**src/rtl/switch_debouncer.sv**
```systemverilog
// Five-channel switch/button debouncer: 2-flop synchronizer plus a stability counter per channel.
// Define BTN_EDGE_EN to build the registered one-cycle boton_press pulse; otherwise boton_press is tied 0.

module switch_debouncer_ch #(
  parameter int CNT_MAX = 500000
) (
  input  logic clk,
  input  logic rst,
  input  logic raw,
  output logic out,
  output logic rise
);
  localparam int CW = $clog2(CNT_MAX);

  typedef enum logic {STABLE, PENDING} st_t;

  logic          sync1, sync2, out_nxt;
  logic [CW-1:0] cnt, cnt_nxt;
  st_t           st;

  // Channel is pending exactly while the synchronized level disagrees with the output
  assign st = (sync2 == out) ? STABLE : PENDING;

  always_comb begin
    cnt_nxt = '0;
    out_nxt = out;
    case (st)
      STABLE:  cnt_nxt = '0;
      PENDING: begin
        if (cnt == CW'(CNT_MAX - 1)) out_nxt = sync2;
        else                         cnt_nxt = cnt + CW'(1);
      end
    endcase
  end

  assign rise = out_nxt & ~out;

  always_ff @(posedge clk) begin
    if (rst) begin
      sync1 <= 1'b0;
      sync2 <= 1'b0;
      cnt   <= '0;
      out   <= 1'b0;
    end else begin
      sync1 <= raw;
      sync2 <= sync1;
      cnt   <= cnt_nxt;
      out   <= out_nxt;
    end
  end
endmodule

module switch_debouncer #(
  parameter int CNT_MAX = 500000
) (
  input  logic clk,
  input  logic rst,
  input  logic s1_raw,
  input  logic s2_raw,
  input  logic s3_raw,
  input  logic s4_raw,
  input  logic boton_raw,
  output logic s1,
  output logic s2,
  output logic s3,
  output logic s4,
  output logic boton,
  output logic boton_press
);
  localparam int NUM_CH = 5;

  logic [NUM_CH-1:0] raw, deb, rise;
  logic              unused_rise;

  assign raw = {boton_raw, s4_raw, s3_raw, s2_raw, s1_raw};
  assign {boton, s4, s3, s2, s1} = deb;

  genvar i;
  generate
    for (i = 0; i < NUM_CH; i++) begin : g_ch
      switch_debouncer_ch #(.CNT_MAX(CNT_MAX)) u_ch (
        .clk  (clk),
        .rst  (rst),
        .raw  (raw[i]),
        .out  (deb[i]),
        .rise (rise[i])
      );
    end
  endgenerate

  // Only the button's rise feeds the press pulse; switch rises are not needed
  assign unused_rise = ^rise;

`ifdef BTN_EDGE_EN
  // Registered from the channel's next-state rise, so it is high in the same cycle boton first reads 1
  always_ff @(posedge clk) begin
    if (rst) boton_press <= 1'b0;
    else     boton_press <= rise[NUM_CH-1];
  end
`else
  assign boton_press = 1'b0;
`endif
endmodule
```
**config.mk**
```make
export PLATFORM = sky130hd
export DESIGN_NAME = switch_debouncer
export DESIGN_NICKNAME = d
export VERILOG_FILES = /design/src/rtl/switch_debouncer.sv
export SDC_FILE = /design/constraint.sdc
export NUM_CORES = 1
export LEC_CHECK = 0
export CAP_MARGIN = 20
export CORE_UTILIZATION = 55
export CTS_CLUSTER_DIAMETER = 40
export DETAILED_ROUTE_END_ITERATION = 6
export HOLD_SLACK_MARGIN = 0.06
export PLACE_DENSITY = 0.77
export SYNTH_ARGS = -nofsm -noshare
export SYNTH_HDL_FRONTEND = slang
export SYNTH_HIERARCHICAL = 1
export SYNTH_SLANG_ARGS = --single-unit
```
**constraint.sdc**
```tcl
create_clock -name clk -period 3.1 [get_ports clk]
set_clock_uncertainty 0.05 [all_clocks]
set_input_delay 0.62 -clock clk [delete_from_list [all_inputs] [get_ports clk]]
set_output_delay 0.62 -clock clk [all_outputs]
set_load 0.02 [all_outputs]
```
# Yosys cells after proc, flatten, opt, wreduce, memory -nomap -nowiden
# Index checks and enable logic that the tools add are counted.
# W data, S select, Z words.
[word_totals]
word_cells = 60
output_inout_bits = 6
inputBits = 7
register_bits = 110
[classes]
addsub = 5
n_bitwise = 5
mux = 15
eq_ne = 10
reduce_logical = 5
[op_table]
columns = ["op", "n"]
rows = [
  ["$pmux W19 S2", 5],
  ["$add A19 B1 Y19 const B", 5],
  ["$eq A19 B19 Y1 const B", 5],
  ["$mux W19", 5],
  ["$reduce_and A2 Y1", 5],
  ["$eq A1 B1 Y1", 5],
  ["$mux W1", 5],
  ["$not A1 Y1", 5],
]

# Longest topological paths before layout
# Gate-level depths: netlist of the first run.
[logic_depth]
depth_word = 3
depth_mapped = 7

# Modules after synthesis
# Netlist of the first run, hierarchy kept.
[modules_own_cells]
columns = ["mod", "cells_per_inst", "instances", "area_each_um2"]
rows = [
  ["switch_debouncer_ch", 112, 5, 977.2],
  ["switch_debouncer", 2, 1, 11.3],
]

# Worst setup path before layout of the first run
# Ideal clock, no wire load.
[synth_timing]
path_type = "flip-flop to flip-flop"
startpoint = "reg g_ch[0].u_ch.cnt[12]"
endpoint = "reg g_ch[0].u_ch.cnt[7]"
required_time_ps = 2935
path_buffers = 2
path_stages_with_launch = 7
period_less_slack_ps = 2034
slack_ps = 1066
t_arrival_ps = 1869
cell_sequence = "dfxtp_1 -> or4b_1 -> or4_1 -> buf_2 -> o21ai_4 -> buf_6 -> nor2_1"
[synth_via]
elab_chain_len = 3
[synth_rtl]
columns = ["element", "line", "text"]
rows = [
  ["from (decl)", "18", "logic [CW-1:0] cnt, cnt_nxt;"],
  ["from (signal assigned)", "47", "cnt <= cnt_nxt;"],
  ["$eq A19 B19 Y1", "30", "if (cnt == CW'(CNT_MAX - 1)) out_nxt = sync2;"],
  ["$mux W19", "30", ""],
  ["$pmux W19 S2", "27", "case (st)"],
]
# No other way between the ends.
# A chain may end at the register's enable or synchronous reset.

# Worst setup path after layout of the first run
[layout_timing]
startpoint = "reg g_ch[3].u_ch.cnt[0]"
endpoint = "reg g_ch[3].u_ch.cnt[12]"
[layout_via]
elab_chain_len = 3
[layout_rtl]
columns = ["element", "line"]
rows = [
  ["from (decl)", "18"],
  ["from (signal assigned)", "47"],
  ["$add A19 B1 Y19 or $eq A19 B19 Y1 (tied branches)", "31, 30"],
  ["$mux W19 *", "30"],
  ["$pmux W19 S2 *", "27"],
]
# Mark *: on every way between the ends. The rest lies on a longest branch, timed or not.

==> results of run 1 <==
[metal layers]
metal,up-vias,routed length (µm)
li1,1934,-
met1,1755,4010
met2,44,4140
met3,6,244
met4,0,74
met5,-,0
[worst reg2reg max path, stage by stage, from the launching register on]
cell	delay (ns)
dfxtp_1	0.38
ha_1	0.21
nand3_1	0.25
or4_1	0.70
o21ai_4	0.46
nor2_1	0.10
[placed cells by master, fill, tap and decap left out, drive strengths merged, types with 2 or more instances in the layout]
master and n:
a31o 5, buf 2, nor4 20, or4 5, or4b 5, nand4 30, nor3 25, inv 31
nand2 25, o41ai 5, mux2i 5, nor4b 5, xor2 10, clkdlybuf4s50 11, dfxtp 110, nor2 105
ha 5, xnor2 65, nand3 35, clkbuf 12, nor2b 20, and3 5, o21ai 10, a21oi 15
or3 5
[worst max path at each step]
stage	to	slack, ns
floorplan	g_ch[0].u_ch/cnt[7]$_SDFF_PP0_	1.07
global placement	g_ch[3].u_ch/cnt[6]$_SDFF_PP0_	0.86
detailed placement	g_ch[4].u_ch/cnt[7]$_SDFF_PP0_	0.81
CTS	g_ch[4].u_ch/cnt[7]$_SDFF_PP0_	0.80
global route	g_ch[0].u_ch/cnt[16]$_SDFF_PP0_	0.63
finish	g_ch[3].u_ch/cnt[12]$_SDFF_PP0_	0.81
[per-stage QoR]
step / hold WS, ns / instances
global placement: 0.374 / 664
floorplan: 0.364 / 557
detailed placement: 0.375 / 664
CTS: 0.398 / 680
finish: 0.398 / 680
global route: 0.408 / 680
[sequential cells by signal (all words and copies together), names as in the netlist]
name,cells
g_ch.u_ch/sync2,5
g_ch.u_ch/cnt,95
g_ch.u_ch/sync1,5
g_ch.u_ch/out,5
[final cells by class]
cell class / count / area share, %
clock buffer: 12 / 2.77
inverter: 30 / 2.15
clock inverter: 4 / 1.05
sequential: 110 / 42.1
multi-input combinational: 406 / 47.0
timing repair buffer: 13 / 2.39
tap: 105 / 2.51
[where the power goes]
group	internal [mW]	switching [mW]	total, mW	leakage (nW)
Clock	0.401	0.455	0.857	0.0972
Sequential	1.42	0.00443	1.42	0.888
Combinational	0.0164	0.0225	0.0389	0.424
==> impl_metrics.json, run 1 <==
{
  "status": "finished clean",
  "worst_slack_ns": 0.815,
  "power_mw": 2.32,
  "wl_per_cell_um": 12.5,
  "via_count": 3739,
  "cpMaxStageDelayCell": "or4_1",
  "drt-initial-drc-count": 162,
  "dr.pass1.iters": 4,
  "min_path_cells": 1,
  "end_kind": "register",
  "worstHoldStart": "g_ch[1].u_ch/sync1$_SDFF_PP0_",
  "grt_util_met2_pct": 35.3,
  "postLayoutCellArea_um2": 5230,
  "fin_crit_ns": 2.29,
  "start_util_pct": 58.1,
  "antenna_found_initial": 0,
  "wl_um": 8470,
  "cp_cell_sequence": "ha_1 -> nand3_1 -> or4_1 -> o21ai_4 -> nor2_1",
  "crit_cells": 5,
  "ant_nets": 0,
  "busiest_layer": "met2",
  "synthesis.nets": 569,
  "max_slew_margin_pct": 51.0,
  "drv_slew": 0,
  "r2r_slack_ns": 0.81,
  "synth_area_um2": 4870,
  "worst_pin_slew_ns": 0.733,
  "max_freq_mhz": 438,
  "seqCellArea_um2": 2200,
  "place_ws_ns": 0.813,
  "clk_pin_slew_ns": 0.10,
  "crit_start": "g_ch[3].u_ch/cnt[0]$_SDFF_PP0_",
  "holdPathEnd": "g_ch[1].u_ch/sync2$_SDFF_PP0_",
  "crit_arrival_ns": 2.47,
  "vias_per_cell": 5.50,
  "dp_hpwl_um": 5840,
  "post-route-util_pct": 62.4,
  "path_class": "reg2reg",
  "worstSetupStartpointType": "register",
  "multi_input_area_um2": 2460,
  "crit_family": "simple AND/OR/NAND/NOR gates",
  "tns_ns": 0,
  "fp.coreArea_um2": 8380,
  "pwr_density_cell_nw_per_um2": 443,
  "cts_buffers": 9,
  "fp.dieH_um": 96.1,
  "io_buffers": 11,
  "rows": 33,
  "grt_use_met3_pct": 5.29,
  "drv_cap": 0,
  "num_antenna_cells": 0,
  "root_buffer": "clkbuf_8",
  "holdBufCountCts": 0,
  "peakVddDrop_v": 0.000309,
  "cts_resized": 0,
  "nets": 582,
  "dieArea_um2": 9230,
  "rsz0062_at_grt": "no",
  "clkSinkCount": 110,
  "r2r-start": "g_ch[3].u_ch/cnt[0]$_SDFF_PP0_",
  "grt_pass1_vias": 3417,
  "r2r-end": "g_ch[3].u_ch/cnt[12]$_SDFF_PP0_",
  "met1_usage_pct": 23.9,
  "grt_use_total_pct": 20.0,
  "grt_max_degree": 23,
  "cts_setup_buffers": 0,
  "grt_pass1_wl_um": 14600,
  "cp.required_ns": 3.29,
  "overflow": 0,
  "critPathMaxStageDelay_ns": 0.70,
  "drc": 0,
  "finalHoldViolCount": 0,
  "drive_gt1_share_pct": 4.52,
  "clockBufferDepth": 2,
  "nFillCells": 714,
  "hold_path_class": "reg2reg",
  "p_leak_nw": 1.41,
  "htreeDepth": 3,
  "tritoncts": "yes",
  "gp_congestion": 0.772,
  "post-route-period-util_pct": 73.7,
  "io-pin-count": 13,
  "crit_buf_inv": 0,
  "dieWidth_um": 96.1,
  "dpl_cell_area_um2": 5030,
  "setup-violations-final": 0,
  "syn-mean-instance-area_um2": 8.74,
  "crit_fanout": 18,
  "rr_worst_depth": 5,
  "clock_latency_ns": 0.36,
  "yosysWarnings": 6,
  "netlist_instances": 557,
  "area_growth_pct": 7.56
}
(Power assumes the default switching activity.)
==> run 2: changes to the inputs <==
==> constraint.sdc (replaced) <==
create_clock -name clk -period 2.27 [get_ports clk]
set_clock_uncertainty 0.05 [all_clocks]
set_input_delay 0.454 -clock clk [delete_from_list [all_inputs] [get_ports clk]]
set_output_delay 0.454 -clock clk [all_outputs]
set_load 0.02 [all_outputs]
==> run 2 against run 1 <==
Critical path depth unchanged. Sequential share of layout area down 1.4 points. Fmax up 9.7%. Non-clock buffer count up 16. Via count up 2.2%. Flip-flop and latch count unchanged. First-iteration DRC count down 23%. Sequential power up 37%. Hold slack worse by 0.0046 ns. Routed wire length up 2.2%. Critical endpoint is now g_ch[4].u_ch/cnt[7]$_SDFF_PP0_. Highest routed layer unchanged.
==> impl_metrics.json, run 2 (synthesis results as in run 1) <==
{
  "hold_path_class": "reg2reg",
  "wl_um": 8660,
  "drv_slew": 0,
  "rows": 33,
  "setup-violations-final": 0,
  "instances_no_fill": 696,
  "regMostFlops": "g_ch.u_ch/cnt",
  "start_util_pct": 58.1,
  "drv_cap": 0,
  "status": "finished clean",
  "place_ws_ns": 0.197,
  "finalHoldViolCount": 0,
  "root_buffer": "clkbuf_8",
  "clock_latency_ns": 0.37,
  "gp_congestion": 0.824,
  "holdBufCountCts": 0,
  "final_common_cell": "dfxtp_1",
  "max_slew_margin_pct": 56.9,
  "antenna_found_initial": 0,
  "dieWidth_um": 96.1,
  "num_antenna_cells": 0,
  "p_leak_nw": 1.51,
  "path_class": "reg2reg",
  "nets": 598,
  "grt_use_total_pct": 20.3,
  "rsz0062_at_grt": "no",
  "wl_per_cell_um": 12.4,
  "overflow": 0,
  "largest_reg_flops": 95,
  "end_kind": "register",
  "cts_resized": 0,
  "clk_pin_slew_ns": 0.10,
  "met1_length_um": 4230,
  "post-route-util_pct": 64.5,
  "fin_crit_ns": 2.08,
  "dr.pass1.iters": 4,
  "wl_met3_um": 180,
  "grt_pass1_vias": 3484,
  "io-pin-count": 13,
  "multi_input_area_um2": 2460,
  "ant_nets": 0,
  "hold_ws_ns": 0.394,
  "via_count": 3823,
  "clkSinkCount": 110,
  "io_buffers": 11,
  "fp.coreArea_um2": 8380,
  "drive_gt1_share_pct": 7.45,
  "top_layer_used": "met4",
  "area_growth_pct": 11.2,
  "dieArea_um2": 9230,
  "vias_per_cell": 5.49,
  "route.met2.wl_um": 4090,
  "place_inst": 680,
  "nFillCells": 727,
  "post-route-period-util_pct": 91.8,
  "crit_fanout": 18,
  "crit_arrival_ns": 2.30,
  "tritoncts": "yes",
  "clockBufferDepth": 2,
  "seqCellArea_um2": 2200,
  "htreeDepth": 3,
  "grt_max_degree": 31,
  "pwr_density_cell_nw_per_um2": 573,
  "worst_slack_ns": 0.187,
  "worstSetupStartpointType": "register",
  "cts_buffers": 9,
  "drc": 0,
  "worst_pin_slew_ns": 0.641,
  "dp_hpwl_um": 6080,
  "peakVddDrop_v": 0.000276,
  "cts_setup_buffers": 0,
  "drt-initial-drc-count": 125,
  "tns_ns": 0,
  "max_freq_mhz": 480,
  "cp.required_ns": 2.49,
  "fp.dieH_um": 96.1,
  "grt_pass1_wl_um": 14700,
  "layout_common_cells": "dfxtp_1, nor2_1, xnor2_1"
}
## run 2: final cells by class
cell class	instances	share of cell area [%]
multi-input combinational	406	45.5
clock inverter	7	1.04
timing repair buffer	29	5.92
inverter	30	2.08
clock buffer	9	2.29
sequential	110	40.7
tap	105	2.43
## run 2: path summary, 6_finish.rpt
| kind | startpoint | end | slack, ns | cells after the start |
|---|---|---|---|---|
| min | g_ch[2].u_ch/sync1$_SDFF_PP0_ | g_ch[2].u_ch/sync2$_SDFF_PP0_ | 0.39 | 1 |
| max | g_ch[4].u_ch/cnt[12]$_SDFF_PP0_ | g_ch[4].u_ch/cnt[7]$_SDFF_PP0_ | 0.19 | 5 |
| max reg2reg | g_ch[4].u_ch/cnt[12]$_SDFF_PP0_ | g_ch[4].u_ch/cnt[7]$_SDFF_PP0_ | 0.19 | 5 |
| min reg2reg | g_ch[2].u_ch/sync1$_SDFF_PP0_ | g_ch[2].u_ch/sync2$_SDFF_PP0_ | 0.39 | 1 |
## run 2: per-stage QoR
stage          total power [mW]  cell area, µm²
2_1_floorplan              2.02            4870
3_3_place_gp               2.05            5230
3_5_place_dp               2.06            5230
4_1_cts                    3.14            5410
5_1_grt                    3.22            5410
6_report                   3.10            5410
## run 2: layer usage
layer | up-vias | global-route usage [%]
li1 | 1970 | -
met1 | 1790 | 25.2
met2 | 50 | 34.2
met3 | 13 | 2.84
met4 | 0 | 10.2
met5 | - | 0
## run 2: power by group
part | internal (mW) | leakage (nW) | total (mW) | switching, mW
clock | 0.413 | 0.0906 | 1.09 | 0.677
sequential | 1.94 | 0.888 | 1.95 | 0.00600
combinational | 0.0323 | 0.528 | 0.0651 | 0.0328
total | 2.38 | 1.51 | 3.10 | 0.716
## run 2: critical path, stage by stage, from the launching register on
cell and delay, ns:
dfxtp_1 0.38, or4b_1 0.54, or4_1 0.59, o21ai_4 0.21, buf_12 0.16, nor2_1 0.05
==> run 3: changes to the inputs <==
--- a/config.mk
+++ b/config.mk
@@ -5,12 +5,14 @@
 export SDC_FILE = /design/constraint.sdc
 export NUM_CORES = 1
 export LEC_CHECK = 0
+export ABC_AREA = 0
 export CAP_MARGIN = 20
 export CORE_UTILIZATION = 55
 export CTS_CLUSTER_DIAMETER = 40
 export DETAILED_ROUTE_END_ITERATION = 6
 export HOLD_SLACK_MARGIN = 0.06
 export PLACE_DENSITY = 0.77
+export SKIP_CTS_REPAIR_TIMING = 1
 export SYNTH_ARGS = -nofsm -noshare
 export SYNTH_HDL_FRONTEND = slang
 export SYNTH_HIERARCHICAL = 1
==> results of run 3 <==
Final layout, timing and power as in run 2 (identical DEF).
